<file path="src/rtl/treemux_pkg.sv">
// treemux_pkg: shared constants and pointer helpers for the treemux arbiter family.
package treemux_pkg;

    localparam int TREEMUX_MAX_N = 16;

    function automatic int ptr_w(input int n);
        return (n <= 2) ? 1 : $clog2(n);
    endfunction

    function automatic int rr_next(input int g, input int n);
        return (g == n - 1) ? 0 : g + 1;
    endfunction

endpackage

</file>
<file path="src/rtl/treemux_rr_arbiter_if.sv">
// treemux_rr_arbiter_if: producer-side valid/ready ports and tree-side lane outputs.
interface treemux_rr_arbiter_if #(
    parameter int WIDTH = 72,
    parameter int N     = 4
);
    logic [WIDTH-1:0] in_data [N-1:0];
    logic [N-1:0]     in_valid;
    logic [N-1:0]     in_ready;
    logic             out_ready;
    logic [WIDTH-1:0] out_data [N-1:0];
    logic [N-1:0]     out_valid;

    modport master (
        output in_data, in_valid, out_ready,
        input  in_ready, out_data, out_valid
    );

    modport slave (
        input  in_data, in_valid, out_ready,
        output in_ready, out_data, out_valid
    );
endinterface

</file>
<file path="src/rtl/treemux_rr_pick.sv">
// treemux_rr_pick: one-hot round-robin select starting at ptr, via a double-width masked priority encode.
module treemux_rr_pick
    import treemux_pkg::*;
#(
    parameter int N = 4
) (
    input  logic [N-1:0]           req,
    input  logic [ptr_w(N)-1:0]    ptr,
    input  logic                   en,
    output logic [N-1:0]           gnt
);
    logic [N-1:0]   low;
    logic [2*N-1:0] dbl;
    logic [2*N-1:0] iso;

    // Lower copy drops requests below ptr; upper copy supplies the wrap-around.
    assign low = (N'(1) << ptr) - N'(1);
    assign dbl = {req, req & ~low};
    assign iso = dbl & (~dbl + (2*N)'(1));
    assign gnt = en ? (iso[N-1:0] | iso[2*N-1:N]) : '0;
endmodule

</file>
<file path="src/rtl/treemux_rr_arbiter.sv">
// treemux_rr_arbiter: per-port one-beat buffers feeding a round-robin, one-lane-per-cycle
// registered output towards a treemux tree.
module treemux_rr_arbiter
    import treemux_pkg::*;
#(
    parameter int WIDTH = 72,
    parameter int N     = 4
) (
    input  logic                 CLK,
    input  logic                 RST,
    treemux_rr_arbiter_if.slave  bus
);
    localparam int PW = ptr_w(N);

    logic [N-1:0]     hold_valid;
    logic [WIDTH-1:0] hold_data [N-1:0];
    logic [N-1:0]     grant;
    logic [N-1:0]     ready;
    logic [N-1:0]     accept;
    logic [N-1:0]     out_valid;
    logic [WIDTH-1:0] out_data [N-1:0];
    logic [PW-1:0]    ptr;
    logic [PW-1:0]    ptr_next;

    treemux_rr_pick #(.N(N)) u_pick (
        .req (hold_valid),
        .ptr (ptr),
        .en  (bus.out_ready),
        .gnt (grant)
    );

    // A granted port drains this edge, so it may refill in the same cycle.
    assign ready        = ~{N{RST}} & (~hold_valid | grant);
    assign accept       = bus.in_valid & ready;
    assign bus.in_ready = ready;
    assign bus.out_valid = out_valid;

    for (genvar l = 0; l < N; l++) begin : g_lane
        assign bus.out_data[l] = out_data[l];
    end

    always_comb begin
        ptr_next = ptr;
        for (int i = 0; i < N; i++)
            if (grant[i]) ptr_next = PW'(rr_next(i, N));
    end

    always_ff @(posedge CLK or posedge RST) begin
        if (RST) begin
            hold_valid <= '0;
            out_valid  <= '0;
            ptr        <= '0;
            for (int i = 0; i < N; i++) begin
                hold_data[i] <= '0;
                out_data[i]  <= '0;
            end
        end else begin
            hold_valid <= accept | (hold_valid & ~grant);
            out_valid  <= grant;
            ptr        <= ptr_next;
            for (int i = 0; i < N; i++) begin
                if (accept[i]) hold_data[i] <= bus.in_data[i];
                if (grant[i]) out_data[i] <= hold_data[i];
            end
        end
    end
endmodule
</file>
<file path="src/flat_wrapper.sv">
// flat-port wrapper written by rule: the top's interface ports become plain ports
module treemux_rr_arbiter_flat import treemux_pkg::*;
#(
    parameter int WIDTH = 72,
    parameter int N     = 4
)
  (CLK, RST, bus_in_data, bus_in_valid, bus_out_ready, bus_in_ready, bus_out_data, bus_out_valid);
  treemux_rr_arbiter_if #(.WIDTH(WIDTH), .N(N)) bus_i ();
  input  logic CLK;
  input  logic RST;
  input wire logic [$bits(bus_i.in_data)-1:0] bus_in_data;
  input wire logic [$bits(bus_i.in_valid)-1:0] bus_in_valid;
  input wire logic [$bits(bus_i.out_ready)-1:0] bus_out_ready;
  output wire logic [$bits(bus_i.in_ready)-1:0] bus_in_ready;
  output wire logic [$bits(bus_i.out_data)-1:0] bus_out_data;
  output wire logic [$bits(bus_i.out_valid)-1:0] bus_out_valid;
  assign bus_i.in_data = {>>{bus_in_data}};
  assign bus_i.in_valid = bus_in_valid;
  assign bus_i.out_ready = bus_out_ready;
  assign bus_in_ready = bus_i.in_ready;
  assign bus_out_data = {>>{bus_i.out_data}};
  assign bus_out_valid = bus_i.out_valid;
  treemux_rr_arbiter #(.WIDTH(WIDTH), .N(N)) u_core (.CLK(CLK), .RST(RST), .bus(bus_i));
endmodule
</file>
<file path="config.mk">
export PLATFORM = sky130hd
export DESIGN_NAME = treemux_rr_arbiter_flat
export DESIGN_NICKNAME = d
export VERILOG_FILES = /design/src/rtl/treemux_pkg.sv /design/src/rtl/treemux_rr_arbiter_if.sv /design/src/rtl/treemux_rr_pick.sv /design/src/rtl/treemux_rr_arbiter.sv /design/src/flat_wrapper.sv
export SDC_FILE = /design/constraint.sdc
export NUM_CORES = 1
export LEC_CHECK = 0
export ABC_AREA = 0
export CORE_AREA = 3 3 231 233
export CTS_CLUSTER_SIZE = 12
export DETAILED_ROUTE_END_ITERATION = 6
export DIE_AREA = 0 0 234 236
export PLACE_DENSITY = 0.73
export SLEW_MARGIN = 25
export SYNTH_ARGS = -nofsm -noshare
export SYNTH_HDL_FRONTEND = slang
export SYNTH_SLANG_ARGS = --single-unit
</file>
<file path="constraint.sdc">
create_clock -name CLK -period 100.3 [get_ports CLK]
set_input_delay 30.09 -clock CLK [delete_from_list [all_inputs] [get_ports CLK]]
set_output_delay 30.09 -clock CLK [all_outputs]
set_load 0.01 [all_outputs]
</file>
==> results of run 1 <==
==> metal layers <==
layer  up-vias  global-route usage
met3        92              0.0709
met5         -                   0
met4         4              0.0666
li1       5692                   -
met1      6557               0.237
met2       405               0.341
==> power by group through the flow <==
stage,logic [mW],registers [mW],clock network [mW]
2_1_floorplan,0.190,0.439,0
3_5_place_dp,0.391,0.425,0
3_3_place_gp,0.382,0.416,0
5_1_grt,0.413,0.437,0.226
4_1_cts,0.394,0.422,0.215
6_report,0.387,0.422,0.209
==> path summary, 6_finish.rpt <==
kind	to	slack (ps)	cells after the start
setup / recovery	bus_in_ready[3]	37840	4
hold / removal	u_core.hold_data[83]	480	1
setup reg to reg	u_core.hold_data[213]	97340	6
hold reg to reg	u_core.hold_data[83]	480	1
max in group asynchronous	u_core.hold_data[167]	68430	3
min in group asynchronous	u_core.hold_valid[3]	30370	2
==> layout make-up <==
type                    count  share of cell area
clock inverters             7             0.00216
inverters                   8             0.00122
diodes                      7            0.000571
repair buffers            605               0.197
multi-input cells         617               0.235
well taps                 680              0.0278
flip-flops and latches    586               0.478
clock buffers              97              0.0575
==> through the flow <==
stage	hold slack [ps]	utilization
6_report	480	0.596
4_1_cts	482	0.595
3_3_place_gp	461	0.560
2_1_floorplan	452	-
3_5_place_dp	468	0.560
5_1_grt	490	0.596
==> cell families after synthesis <==
| family | synth area share |
|---|---|
| flops | 0.654 |
| mux | 0.309 |
| buf+inv | 0.0258 |
| simple gates | 0.00564 |
| compound gates | 0.00513 |
| xor+xnor | 0.000391 |
==> sequential cells by signal (all words and copies together), names as in the netlist <==
| register | count |
|---|---|
| u_core.ptr | 2 |
| u_core.hold_data | 288 |
| u_core.bus.out_valid | 4 |
| u_core.bus.out_data | 288 |
| u_core.hold_valid | 4 |
==> worst max-delay path, stage by stage <==
cell	delay (ps)
clkdlybuf4s50_1	660
inv_8	740
and2_1	240
clkdlybuf4s50_1	610
==> synthesized netlist by cell type <==
cell and count:
dfrtp_1 586, mux2_2 280, mux2_1 179, mux2_4 117
buf_6 29, buf_4 19, buf_2 16, inv_1 7
nand2_1 6, a21oi_1 4, and3_1 3, nor2_1 3
o21ai_0 3, o21ai_1 3, a31oi_1 2, nand2b_1 2
nor2b_1 2, or2_1 2, a211oi_1 1, a21o_1 1
a2bb2oi_1 1, and2_1 1, inv_2 1, nand3_2 1
nor3b_1 1, nor3b_2 1, o21a_1 1, o221ai_2 1
o22ai_1 1, xor2_1 1
==> cell usage in the layout (no fill, tap or decap), types with 2 or more instances in the layout <==
cell type        Yosys  final
clkinv_2             0      4
dfrtp_1            586    586
clkbuf_16            0     61
nand2_1              6      6
clkbuf_1             0     26
inv_1                7      6
clkbuf_8             0     10
mux2_4             117    117
nor2b_1              2      2
mux2_1             179    179
a31oi_1              2      2
nand2b_1             2      2
o21ai_1              3      3
diode_2              0      7
clkdlybuf4s50_1      0    590
buf_4               19     10
nor2_1               3      3
mux2_2             280    280
buf_6               29      3
o21ai_0              3      3
a21oi_1              4      4
buf_12               0      2
==> summary.md, run 1 <==
| Metric | Value |
|---|---|
| Status | finished clean |
| Avg Inst Size Synth | 17.6 sq um |
| Worst-path clk slew | ~50 ps |
| Worst Hold Launch | u_core.hold_data[83] |
| Total grt overflow | 0 |
| Worst slew margin | 0.324 |
| Finished Layout Cells | 2607 |
| DRC violations left | 0 |
| Worst Tran Pin Value | 1010 ps |
| Tcrit/Tclk final | 0.623 |
| Wire per inst | approximately 21 um |
| FP Rows | 83 |
| Critical path class | in -> out |
| Post-route ant nets | 0 |
| Hold Fails Final Rpt | 0 |
| Final slew viol count | 0 |
| Placed instance area | 28800 sq um |
| Largest net degree at the start of global routing | 185 |
| Met1 wire length | 21.0 mm |
| Worst setup path startpoint | RST |
| Via count of the routed design | 12800 |
| Metal2 WL | roughly 28 mm |
| Clock sink count | 586 |
| Final HPWL DP | 39.0 mm |
| Die area | 55200 sq um |
| Worst Setup Start Kind | input pin |
| Die Wd | between 200 and 250 um |
| Nets@finish | 2173 |
| Unrepaired setup endpoints after global routing | false |
| GRT Util Overall | 0.201 |
| Final setup TNS | 0 ps |
| Synth Cell Area | 22400 sq um |
| Min setup slack post-route | around 38000 ps |
| Storage element area | 14700 sq um |
| Layout cell share with drive strength beyond 1 | 0.260 |
| Maximum clock rate | ~16 MHz |
| Post CTS Setup Buffer Count | 0 |
| Final setup vio count | 0 |
| First-pass GRT wire length | 85.7 mm |
| Reg2reg start | u_core.ptr[0] |
| Worst Path Max Fanout | 123 |
| TritonCTS Buffers | 60 |
| Critical path endpoint category | output port |
| Sw Ratio | 0.292 |
| Finished Cell Area | 30700 sq um |
| Initial Utilization | 0.436 |
| Post-CTS Resized | 0 |
| Min Tclk post-route | 62460 ps |
| Yosys warns | 0 |
| Worst-Skew Late Latency | 590 ps |
| Multi-input logic area | 7200 sq um |
| Layout fillers | 3962 |
| P per Cell Area | 33.2 nW/um^2 |
| Register bit count reported by yosys | roughly 590 |
| NetSw | 0.297 mW |
| Leakage power | 13.2 nW |
| Seq/Total Area, Yosys | 0.654 |
| IO buf count | 590 |
| Crit path DAT | roughly 32000 ps |
| Pint | just over 0.7 mW |
| Max cap viols | 0 |
| Antenna violations before repair | 11 |
| Root buffer cell | clkbuf_16 |
| H-tree depth | 2 |
| Worst Hold Class | reg -> reg |
| Net Count, Synth | roughly 1600 |
| Detailed Route Iter0 Violations | 582 |
| Synth area leader | dfrtp_1 |
| DRT Wirelength | 55.8 mm |
| Comb power frac | 0.380 |
| Longest Clk Path Bufs | 3 |
| WP data required | 70210 ps |
| Sequential share of power | 0.415 |
| Dpl cells | 2495 |
| Cell count after synthesis | 1275 |
| Peak VDD IR | just under 0.00002 V |
| Ports | 591 |
| Detailed-router iteration count before antenna repair | 4 |
| Top Layer Used | met5 |
| Metal3 WL | 5.02 mm |
| Die H | 236 um |
| Cts hold-fix bufs | 0 |
| Netlist cell types | 30 |
| Core area | 51400 sq um |
| Pre-CTS setup slack | ~38000 ps |
| Gpl congestion | a little under 0.8 |
| Area grow syn2layout | 36.7% |
| PnR Total Power | 1.02 mW |
| Share of the synthesized area in the top cell type | 0.654 |
| Vias in the first global route | 14100 |
| Power share of the clock group | 0.205 |
| Synth top area cells | dfrtp_1, mux2_2, mux2_1 |
| Mean number of vias per cell | roughly 5 |
| CTS tree | done |
| Skew final | 16.4 ps |
No activity file was read; power rests on OpenSTA's default activity.
==> run 2: changes to the inputs <==
--- a/config.mk
+++ b/config.mk
@@ -6,11 +6,12 @@
 export NUM_CORES = 1
 export LEC_CHECK = 0
 export ABC_AREA = 0
-export CORE_AREA = 3 3 231 233
+export CORE_ASPECT_RATIO = 1.4
+export CORE_MARGIN = 3
+export CORE_UTILIZATION = 44
 export CTS_CLUSTER_SIZE = 12
 export DETAILED_ROUTE_END_ITERATION = 6
-export DIE_AREA = 0 0 234 236
-export PLACE_DENSITY = 0.73
+export PLACE_DENSITY = 0.76
 export SLEW_MARGIN = 25
 export SYNTH_ARGS = -nofsm -noshare
 export SYNTH_HDL_FRONTEND = slang
==> constraint.sdc (replaced) <==
create_clock -name CLK -period 50 [get_ports CLK]
set_input_delay 15 -clock CLK [delete_from_list [all_inputs] [get_ports CLK]]
set_output_delay 15 -clock CLK [all_outputs]
set_load 0.01 [all_outputs]
==> run 2 against run 1 <==
Clock skew rose by 1.7 ps. Via count rose by 1.1%. Die area fell by 2.7%. Design area fell by 0.69%. Highest routed layer unchanged. Setup slack got worse by 20000 ps. First-iteration DRC count fell by 49%. Register-to-register slack got worse by 50000 ps. Count of clock-buffer cells in the layout fell by 22. Flip-flop and latch count did not move. Core utilization rose by 0.96 points. Combinational power rose by 100%. Sequential share of layout area rose by 0.33 points. Largest cell class unchanged.
==> summary.md, run 2 (synthesis gave the netlist of run 1 again) <==
| Metric | Value |
|---|---|
| H-tree depth | 2 (unchanged) |
| Worst slew margin | 0.292 (-0.0314) |
| Vias in the first global route | 14400 (+1.8%) |
| TritonCTS Buffers | 57 (-5.0%) |
| Worst-Skew Late Latency | 580 ps (about the same) |
| Finished Cell Area | 30400 sq um (-0.69%) |
| Worst setup path startpoint | RST |
| WHS | 483 ps (+2.77 ps) |
| Via count of the routed design | 12900 (+1.1%) |
| Max cap viols | 0 (unchanged) |
| Longest Clk Path Bufs | 3 (unchanged) |
| Peak VDD IR | 0.0000454 V (+130%) |
| Worst Setup Start Kind | input pin |
| Placed instance area | 28800 sq um (-0.10%) |
| Detailed Route Iter0 Violations | 295 (-49%) |
| Cts hold-fix bufs | 0 (unchanged) |
| Final setup TNS | 0 ps (unchanged) |
| Die Wd | 197 um (-16%) |
| CTS tree | done |
| Dpl cells | 2458 (-1.5%) |
| Worst Hold Class | reg -> reg |
| WP data required | 35000 ps (-35210 ps) |
| Clock sink count | 586 (unchanged) |
| Gpl congestion | 0.818 (+3.5%) |
| Status | finished clean |
| First-pass GRT wire length | 85.4 mm (-0.38%) |
| Final setup vio count | 0 (unchanged) |
| Skew final | 18.1 ps (+1.72 ps) |
| Wire per inst | 21.9 um (+2.5%) |
| P per Cell Area | 66.0 nW/um^2 (+99%) |
| Leakage power | 13.1 nW (-0.66%) |
| Critical path class | in -> out |
| Worst-path clk slew | 60 ps (about the same) |
| Post-CTS Resized | 0 (unchanged) |
| Max incr delay on CP | 660 ps (-80 ps) |
| Ports | 591 (unchanged) |
| Layout fillers | 3770 (-4.8%) |
| Crit path DAT | 17100 ps (-15270 ps) |
| Root buffer cell | clkbuf_16 |
| DRC violations left | 0 (unchanged) |
| IO buf count | 590 (unchanged) |
| Multi-input logic area | 7210 sq um (about the same) |
| Critical Path, Cell by Cell | clkdlybuf4s50_1 > inv_8 > and2_1 > clkdlybuf4s50_1 |
| Hold Fails Final Rpt | 0 (unchanged) |
| Most frequent cells in the layout | clkdlybuf4s50_1, dfrtp_1, mux2_2 |
| Biggest regs | u_core.bus.out_data: 288 flops, u_core.hold_data: 288 flops |
| Largest net degree at the start of global routing | 166 (-10%) |
| FP Rows | 97 (+17%) |
| Detailed-router iteration count before antenna repair | 4 (unchanged) |
| Post-route ant nets | 0 (unchanged) |
| Reg2reg start | u_core.ptr[0] |
| Worst Hold Launch | u_core.hold_data[80] |
| Post CTS Setup Buffer Count | 0 (unchanged) |
| Nets@finish | 2173 (unchanged) |
| Finished Layout Cells | 2557 (-1.9%) |
| Worst Path Max Fanout | 101 (-18%) |
| Die area | 53700 sq um (-2.7%) |
| Mean number of vias per cell | 5.04 (+3.1%) |
| Storage element area | 14700 sq um (unchanged) |
| Layout cell share with drive strength beyond 1 | 0.258 (-0.00225) |
| Total grt overflow | 0 (unchanged) |
| Final HPWL DP | 39.8 mm (+2.2%) |
| Utilization after layout | 0.606 (+0.00956) |
| Cell mode on critical path | clkdlybuf4s50_1 |
| Final slew viol count | 0 (unchanged) |
| GRT Util Overall | 0.205 (+0.00420) |
| Maximum clock rate | approximately 31 MHz |
| DRT Wirelength | 56.1 mm (+0.54%) |
| Antenna violations before repair | 18 (+7) |
| Most common cell after layout, fill and taps aside | clkdlybuf4s50_1 |
| Die H | 273 um (+16%) |
| Tcrit/Tclk final | 0.642 |
| Initial Utilization | 0.446 (+0.0101) |
| Core area | 50200 sq um (-2.3%) |
| Unrepaired setup endpoints after global routing | false |
| Area grow syn2layout | 35.8% |
| CP max stage cell | clkdlybuf4s50_1 |
| Min Tclk post-route | roughly 32000 ps |
| Worst Tran Pin Value | 1060 ps (+47.1 ps) |
| Critical path endpoint category | output port |
-- run 2: changes by cell type in the layout (fill, tap and decap cells not counted), sizes merged --
cell      previous run  this run
clkbuf              97        75
diode                7        16
buf                 15        18
bufinv               1         0
clkinv               4         3
clkinvlp             1         0
-- run 2: layout make-up --
| type | instances | area share |
|---|---|---|
| Multi-Input combinational cell | 617 | 0.237 |
| Timing Repair Buffer | 608 | 0.201 |
| Clock buffer | 75 | 0.0504 |
| Sequential cell | 586 | 0.482 |
| Clock inverter | 4 | 0.000781 |
| Tap cell | 643 | 0.0264 |
| Inverter | 8 | 0.00123 |
| Antenna cell | 16 | 0.00132 |
-- run 2: through the flow --
stage          power (mW)  worst slack (ps)
2_1_floorplan        1.26              6760
3_3_place_gp         1.60             17900
3_5_place_dp         1.64             17860
4_1_cts              2.03             17850
5_1_grt              2.12             17730
6_report             2.01             17900
-- run 2: final timing paths --
path / to / slack [ps] / cells past startpoint
worst min-delay path: u_core.hold_data[80] / 480 / 1
max in group asynchronous: u_core.hold_data[100] / 32630 / 4
worst max-delay path: bus_in_ready[3] / 17900 / 4
worst min register to register: u_core.hold_data[80] / 480 / 1
min in group asynchronous: u_core.hold_data[12] / 15230 / 2
worst max register to register: u_core.hold_data[198] / 47030 / 6
-- run 2: critical path: cells and delay by family --
kind	cells	cell delay, ps
buffers and inverters	3	1840
and+or+nand+nor	1	230
-- run 2: where the power goes --
part	switching, mW	total [mW]	internal (mW)
combinational	0.293	0.780	0.487
clock	0.166	0.377	0.211
sequential	0.133	0.852	0.719
-- run 2: per-layer routing --
metal  wire, um  up-vias  track usage
li1           -     5695            -
met4       2250        4       0.0972
met1      20200     6642        0.230
met3       4200      116       0.0635
met2      29400      430        0.357
met5         24        -            0
